**src/rtl/uart_pkg.sv**
```systemverilog
// Shared UART definitions used by the TX and RX datapaths.
package uart_pkg;

  localparam int unsigned UART_DATA_BITS      = 8;
  localparam int unsigned UART_OVERSAMPLE_DEF = 16;

  // PARITY is only reachable when UART_TX_PARITY_EN is defined.
  typedef enum logic [2:0] {
    IDLE   = 3'd0,
    START  = 3'd1,
    DATA   = 3'd2,
    PARITY = 3'd3,
    STOP   = 3'd4
  } uart_tx_state_e;

  // Even parity of a data byte; equals the XOR of all bits.
  function automatic logic uart_even_parity(input logic [UART_DATA_BITS-1:0] d);
    return ^d;
  endfunction

endpackage : uart_pkg

```
**src/rtl/uart_bit_timer.sv**
```systemverilog
// Oversampling tick counter: counts b_tick pulses and flags the last tick of
// each bit time. A synchronous clear holds it at zero and masks bit_end, so a
// tick arriving on the cycle of a state entry is never counted.
module uart_bit_timer #(
  parameter int unsigned OVERSAMPLE = 16
) (
  input  logic clk,
  input  logic reset,
  input  logic clr,
  input  logic b_tick,
  output logic bit_end
);

  localparam int unsigned TICK_W = (OVERSAMPLE > 1) ? $clog2(OVERSAMPLE) : 1;
  localparam logic [TICK_W-1:0] TICK_LAST = TICK_W'(OVERSAMPLE - 1);

  logic [TICK_W-1:0] cnt_q;

  // Final tick of the current bit time; combinational so the FSM can act on it.
  assign bit_end = b_tick && !clr && (cnt_q == TICK_LAST);

  // Tick counter; wraps only at the end of a bit time.
  always_ff @(posedge clk) begin
    if (reset || clr) begin
      cnt_q <= '0;
    end else if (b_tick) begin
      if (cnt_q == TICK_LAST) begin
        cnt_q <= '0;
      end else begin
        cnt_q <= cnt_q + TICK_W'(1);
      end
    end
  end

endmodule : uart_bit_timer

```
**src/rtl/uart_tx_fifo_rd.sv**
```systemverilog
// UART transmitter draining the TX byte FIFO. Pops a byte whenever the line is
// idle and the FIFO is non-empty, then sends it as 8N1 (or 8N2) LSB first,
// paced by the external oversampling baud tick.
// Optional feature macro: UART_TX_PARITY_EN inserts an even-parity bit
// between the data bits and the stop bit(s).
module uart_tx_fifo_rd
  import uart_pkg::*;
#(
  parameter int unsigned OVERSAMPLE = UART_OVERSAMPLE_DEF,
  parameter int unsigned STOP_BITS  = 1
) (
  input  logic       clk,
  input  logic       reset,
  input  logic       b_tick,
  input  logic       fifo_empty,
  input  logic [7:0] fifo_rdata,
  output logic       fifo_pop,
  output logic       tx,
  output logic       tx_busy,
  output logic       tx_done
);

  localparam int unsigned BIT_CNT_W = 3;
  // Index of the final stop bit; anything other than 2 behaves as 1.
  localparam logic [BIT_CNT_W-1:0] STOP_LAST = (STOP_BITS == 2) ? 3'd1 : 3'd0;
  localparam logic [BIT_CNT_W-1:0] DATA_LAST = BIT_CNT_W'(UART_DATA_BITS - 1);

  uart_tx_state_e              state_q, state_d;
  logic [UART_DATA_BITS-1:0]   shift_q, shift_d;
  logic [BIT_CNT_W-1:0]        bit_cnt_q, bit_cnt_d;
  logic                        tx_q, tx_d;
  logic                        busy_q, busy_d;
  logic                        done_q, done_d;
  logic                        timer_clr;
  logic                        bit_end;
`ifdef UART_TX_PARITY_EN
  logic                        parity_q, parity_d;
`endif

  // Bit-time pacing; held clear in IDLE so counting starts after START entry.
  uart_bit_timer #(
    .OVERSAMPLE (OVERSAMPLE)
  ) u_bit_timer (
    .clk     (clk),
    .reset   (reset),
    .clr     (timer_clr),
    .b_tick  (b_tick),
    .bit_end (bit_end)
  );

  // Pop strobe decoded from state; suppressed while reset is asserted.
  assign fifo_pop = (state_q == IDLE) && !fifo_empty && !reset;

  assign tx      = tx_q;
  assign tx_busy = busy_q;
  assign tx_done = done_q;

  // Next-state and next-output logic; tx/busy/done are the values for the
  // cycle after the coming edge.
  always_comb begin
    state_d   = state_q;
    shift_d   = shift_q;
    bit_cnt_d = bit_cnt_q;
    tx_d      = 1'b1;
    busy_d    = 1'b1;
    done_d    = 1'b0;
    timer_clr = 1'b0;
`ifdef UART_TX_PARITY_EN
    parity_d  = parity_q;
`endif

    case (state_q)
      IDLE: begin
        timer_clr = 1'b1;
        busy_d    = 1'b0;
        if (!fifo_empty) begin
          shift_d   = fifo_rdata;
          bit_cnt_d = '0;
          state_d   = START;
          tx_d      = 1'b0;
          busy_d    = 1'b1;
`ifdef UART_TX_PARITY_EN
          parity_d  = uart_even_parity(fifo_rdata);
`endif
        end
      end

      START: begin
        tx_d = 1'b0;
        if (bit_end) begin
          bit_cnt_d = '0;
          state_d   = DATA;
          tx_d      = shift_q[0];
        end
      end

      DATA: begin
        tx_d = shift_q[0];
        if (bit_end) begin
          if (bit_cnt_q == DATA_LAST) begin
            bit_cnt_d = '0;
`ifdef UART_TX_PARITY_EN
            state_d   = PARITY;
            tx_d      = parity_q;
`else
            state_d   = STOP;
            tx_d      = 1'b1;
`endif
          end else begin
            shift_d   = shift_q >> 1;
            bit_cnt_d = bit_cnt_q + BIT_CNT_W'(1);
            tx_d      = shift_q[1];
          end
        end
      end

`ifdef UART_TX_PARITY_EN
      PARITY: begin
        tx_d = parity_q;
        if (bit_end) begin
          bit_cnt_d = '0;
          state_d   = STOP;
          tx_d      = 1'b1;
        end
      end
`endif

      STOP: begin
        tx_d = 1'b1;
        if (bit_end) begin
          if (bit_cnt_q == STOP_LAST) begin
            bit_cnt_d = '0;
            state_d   = IDLE;
            busy_d    = 1'b0;
            done_d    = 1'b1;
          end else begin
            bit_cnt_d = bit_cnt_q + BIT_CNT_W'(1);
          end
        end
      end

      default: begin
        state_d   = IDLE;
        bit_cnt_d = '0;
        busy_d    = 1'b0;
      end
    endcase
  end

  // State, datapath and registered outputs.
  always_ff @(posedge clk) begin
    if (reset) begin
      state_q   <= IDLE;
      shift_q   <= '0;
      bit_cnt_q <= '0;
      tx_q      <= 1'b1;
      busy_q    <= 1'b0;
      done_q    <= 1'b0;
`ifdef UART_TX_PARITY_EN
      parity_q  <= 1'b0;
`endif
    end else begin
      state_q   <= state_d;
      shift_q   <= shift_d;
      bit_cnt_q <= bit_cnt_d;
      tx_q      <= tx_d;
      busy_q    <= busy_d;
      done_q    <= done_d;
`ifdef UART_TX_PARITY_EN
      parity_q  <= parity_d;
`endif
    end
  end

endmodule : uart_tx_fifo_rd

```
**config.mk**
```make
export PLATFORM = sky130hd
export DESIGN_NAME = uart_tx_fifo_rd
export DESIGN_NICKNAME = d
export VERILOG_FILES = /design/src/rtl/uart_pkg.sv /design/src/rtl/uart_bit_timer.sv /design/src/rtl/uart_tx_fifo_rd.sv
export SDC_FILE = /design/constraint.sdc
export NUM_CORES = 1
export LEC_CHECK = 0
export BUFFER_PORTS_ARGS = -buffer_cell sky130_fd_sc_hd__clkbuf_2
export CAP_MARGIN = 20
export CORE_MARGIN = 3
export CORE_UTILIZATION = 50
export CTS_CLUSTER_SIZE = 24
export DETAILED_ROUTE_END_ITERATION = 7
export MAX_ROUTING_LAYER = met4
export PLACE_DENSITY = 0.71
export SLEW_MARGIN = 20
export SYNTH_ARGS = -nofsm -noshare
export SYNTH_HDL_FRONTEND = slang
export SYNTH_SLANG_ARGS = --single-unit
```
**constraint.sdc**
```tcl
create_clock -name clk -period 2.5 [get_ports clk]
set_input_delay 0.125 -clock clk [delete_from_list [all_inputs] [get_ports clk]]
set_output_delay 0.125 -clock clk [all_outputs]
set_load 0.02 [all_outputs]
```
* Word-level counts from Yosys, hierarchy flattened *
Cells that the tools add are included.

word-level totals
  flip-flop bits (word level) = 21
  logic and storage cells = 69

operators by class
  reductions and logical operators = 16
  eq/ne operators = 12
  bitwise logic cells = 2
  mux-type cells = 30
  $add $sub $neg = 2

operators by type and width
  operator                                        count
  two-way mux 3 bit                               12
  two-way mux 8 bit                               3
  one-hot mux 3 bit (4 select lines)              2
  one-hot mux 8 bit (2 select lines)              1
  != test 2 bit (second input constant)           7
  two-way mux 1 bit                               9
  AND reduction 4 bit                             2
  == test 3 bit (second input constant)           2
  zero test 3 bit                                 2
  one-hot mux 1 bit (3 select lines)              2
  AND reduction 6 bit                             1
  adder 4 x 1 -> 4 bit (second input constant)    1
  == test 4 bit (second input constant)           1
  logical AND 1 bit                               4
  two-way mux 4 bit                               1
  adder 3 x 1 -> 3 bit (second input constant)    1
  == test 3 x 1 -> 1 bit (second input constant)  1
  == test 3 x 2 -> 1 bit (second input constant)  1
  zero test 1 bit                                 3
  OR reduction 3 bit                              1
  inverter 1 bit                                  2
  nonzero test 2 bit                              1
  OR reduction 2 bit                              1
  logical OR 1 bit                                1

* Logic depth before layout (Yosys ltp) *
  depth in word-level cells = 7
  gate-level depth with buffers = 8
  depth with buffers taken out = 7

* By module *
A second synthesis with hierarchy kept.

second synthesis, totals
  cell total of the unflattened synthesis = 127
  area, all modules = 1,222.4 µm²

modules (own cells, without submodules)
  module           area each (µm²)  instances  seq. area each (µm²)  cells an instance
  uart_tx_fifo_rd  1,041.0          1          340.3                 108
  uart_bit_timer   181.4            1          80.1                  19

* Worst setup path after synthesis *
OpenSTA, ideal clock, no wires.

  kind = flip-flop to flip-flop
  start point = register u_bit_timer.cnt_q[0]
  end point = register state_q[1]
  path buffers = 1
  path slack = 0.472 ns
  setup time = 0.070 ns
  arrival time = 1.958 ns
  cell stages (with the launch flop) = 8
  path through = dfxtp_1 > ha_1 > and4_4 > nor3_1 > or3_1 > buf_2 > or4_1 > a21oi_1

between the ends
  word-level cells in the longest chain between the ends = 4
  elaborated cells between the ends (all ways) = 6
  those cells by class = 4 x eq/ne; 2 x reduce/logical

RTL lines
  item                             RTL line                source
  start: declaration               uart_bit_timer.sv:17    logic [TICK_W-1:0] cnt_q;
  start signal: assignment         uart_bit_timer.sv:30    cnt_q <= cnt_q + TICK_W'(1);
  == test 4 bit *                  uart_bit_timer.sv:20    assign bit_end = b_tick && !clr && (cnt_q == TICK_LAST);
  logical AND 1 bit *              uart_bit_timer.sv:20
  != test 2 bit (no line)          --
  AND reduction 6 bit (no line) *  --
  end signal: assignment           uart_tx_fifo_rd.sv:163  state_q <= state_d;
  end: declaration                 uart_tx_fifo_rd.sv:28   uart_tx_state_e state_q, state_d;

Mark *: on every way between the ends. The rest lies on a longest branch, timed or not.
A chain may end at the register's enable or synchronous reset.

* Final worst setup path *
  start point = register u_bit_timer.cnt_q[0]
  end point = register bit_cnt_q[1]

between the ends
  word-level cells in the longest chain between the ends = 4
  elaborated cells between the ends (all ways) = 6
  those cells by class = 4 x eq/ne; 2 x reduce/logical

RTL lines
  item                             RTL line                source
  == test 4 bit *                  uart_bit_timer.sv:20
  logical AND 1 bit *              uart_bit_timer.sv:20
  != test 2 bit (no line)          --
  AND reduction 4 bit (no line) *  --
  end signal: assignment           uart_tx_fifo_rd.sv:165  bit_cnt_q <= bit_cnt_d;
  end: declaration                 uart_tx_fifo_rd.sv:30   logic [BIT_CNT_W-1:0] bit_cnt_q, bit_cnt_d;

Marks and branches as above.

==> impl_metrics.csv <==
group,metric,value,unit
floorplanning,dieArea,2790,sq um
synth,ys_ff_latch,21,
clock_network,clock-root-buffer,"clkbuf_4",
critical_path,crit_arrival,2.42,ns
critical_path,cp.required,2.73,ns
global_routing,grt_pass1_vias,854,
min_path,hp-class,"primary input to flop",
clock_network,clk_latency,0.30,ns
critical_path,cp_max_fo,9,
final_layout,multiInputGateArea,624,sq um
critical_path,r2r_cells,6,
synth,syn_avg_cell_area,7.94,sq um
route,drc,0,
global_routing,grt_overflow,0,
route,drtIter0Drc,22,
run_status,outcome,"complete, no violations",
route,vias,1044,
min_path,whs_path_depth,3,
synth,ys.flop_type,"dfxtp_1",
clock_network,ctsHtreeMaxLevel,1,
placement,place_congestion,0.775,
route,wl,2.28,mm
global_routing,grt_pass1_wl,3.88,mm
timing,totalNegativeSetupSlack,0,ns
timing,min_period,2.19,ns
floorplanning,die_y,52.8,um
power_and_ir_drop,power,1.06,mW
final_layout,area.sequential,420,sq um
clock_network,cts_sinks,21,
global_routing,grt_antenna_before_repair,0,
power_and_ir_drop,peakVddDrop,0.427,mV
final_layout,nFillCells,201,
timing,slew-limit-headroom,62.2,%
placement,dp_cells,174,
clock_network,cts_resized,0,
final_layout,drive_gt1_share,16.6,%
clock_network,post_cts_buffers,0,
clock_network,cts_max_path_buffers,2,
clock_network,clk_pin_slew_worst_paths,0.12,ns
final_layout,final_net_count,168,
synth,yosysWarnings,0,
power_and_ir_drop,power.leakage,0.467,nW
floorplanning,fp.coreArea,2020,sq um
floorplanning,row_count,16,
timing,max_freq,456,MHz
timing,worst_pin_slew,0.565,ns
final_layout,area_growth,11.1,%
synth,syn_inst,138,
route,drtAntennaViolNets,0,
critical_path,start_kind,"flop",
critical_path,end_kind,"flop",
synth,yosysSeqAreaShare,38.4,%
synth,synth_area,1100,sq um
timing,finalCritPeriodShare,87.6,%
clock_network,numCtsBuffers,3,
global_routing,grt_max_degree,19,
route,first_pass_iters,4,
timing,finalHoldViolCount,0,
synth,synth_cell_types,32,
flow_run,cap_violations,0,
floorplanning,io_pins,16,
floorplanning,start_util,54.2,%
route,routed_via_density,5.87,
timing,grt_setup_unrepaired,"no",
clock_network,cts_tree,"done",
final_layout,final_cells,178,
synth,synth-edff-count,0,
floorplanning,die_w,52.8,um
placement,dp_hpwl,1.71,mm
final_layout,final_cell_mix,"dfxtp_1, nor2_1, clkbuf_2",
placement,port_buffers,15,
synth,ys_async_sr_fraction,0,%
timing,slew_violations,0,
global_routing,grtUsageTotal,19.0,%
final_layout,layout_commonest_cell,"dfxtp_1",
route,post_drt_wl_per_cell,12.8,um
timing,setup_viol,0,
final_layout,diodes,0,
timing,fin_skew,0.00831,ns
clock_network,cts_hold_buffers,0,
power_and_ir_drop,power_density,870,nW/um^2
critical_path,path_class,"flop to flop",
synth,syn-num-nets,154,
[critical path, cell delays in order (launching register included)]
cell and delay (ns):
dfxtp_1 0.41, ha_1 0.23, and4_4 0.27, nor3_1 0.06, or3_1 0.51, or4b_1 0.50, a21oi_1 0.15
[worst paths after layout]
check,startpoint,end,slack [ns]
hold / removal,fifo_rdata[3],shift_q[3],0.05
hold reg to reg,bit_cnt_q[2],bit_cnt_q[2],0.48
setup reg to reg,u_bit_timer.cnt_q[0],bit_cnt_q[1],0.31
setup / recovery,u_bit_timer.cnt_q[0],bit_cnt_q[1],0.31
[metrics by stage]
| stage | worst slack [ns] | hold slack [ns] | util (%) | area, sq um |
|---|---|---|---|---|
| after global routing | 0.146 | 0.0432 | 60.2 | 1220 |
| after global placement | 0.411 | 0.375 | 58.9 | 1190 |
| after CTS | 0.302 | 0.0512 | 60.2 | 1220 |
| after floorplan | 0.472 | 0.277 | - | 1100 |
| final | 0.309 | 0.0515 | 60.2 | 1220 |
| after detailed placement | 0.312 | 0.383 | 58.9 | 1190 |
[report_power, final]
| part | leakage, nW | internal [mW] | switching, mW |
|---|---|---|---|
| clock network | 0.0150 | 0.0622 | 0.101 |
| logic | 0.280 | 0.170 | 0.249 |
| registers | 0.172 | 0.408 | 0.0684 |
[Yosys cell counts, drive strengths merged, types with 2 or more instances]
cell type	count	share of area (%)
nor4	2	1.1
dfxtp	21	38
nor2	17	5.8
xnor2	2	1.6
or3	3	1.7
nand2b	7	4.0
nand3b	4	2.7
clkbuf	7	2.4
or4b	2	1.8
nand2	13	4.5
inv	4	1.4
nand3	8	3.7
buf	2	0.91
o21ai	5	2.3
ha	4	4.6
a21oi	12	5.5
a311oi	7	5.6
nor3	5	2.3
[metal layers]
metal  part of all wire (%)  routed length (um)  track usage [%]
met1                     46                1050             25.2
met2                     49                1120             29.5
met3                    3.9                  88             2.56
met4                   0.75                  17             6.38
met5                      0                   0                -
[registers in the layout, summed over array words and instances, names as in the netlist]
name               flops
tx_busy                1
state_q                3
tx_done                1
tx                     1
u_bit_timer.cnt_q      4
shift_q                8
bit_cnt_q              3
[logic make-up after synthesis]
kind of cell	count (synthesis)	synth area share, %
simple gates	66	31.3
buf+inv	13	4.68
flops	21	38.4
mux	1	0.913
fa+ha+maj	4	4.57
compound gates	30	17.8
xor+xnor	3	2.40
[cell type report]
cell class / instances / area share (%)
clock buffer: 4 / 2.16
inverter: 4 / 1.23
multi-input combinational: 104 / 51.3
sequential: 21 / 34.5
tap: 27 / 2.77
timing repair buffer: 18 / 8.02
Note: power is estimated with default switching activity, not from simulation.
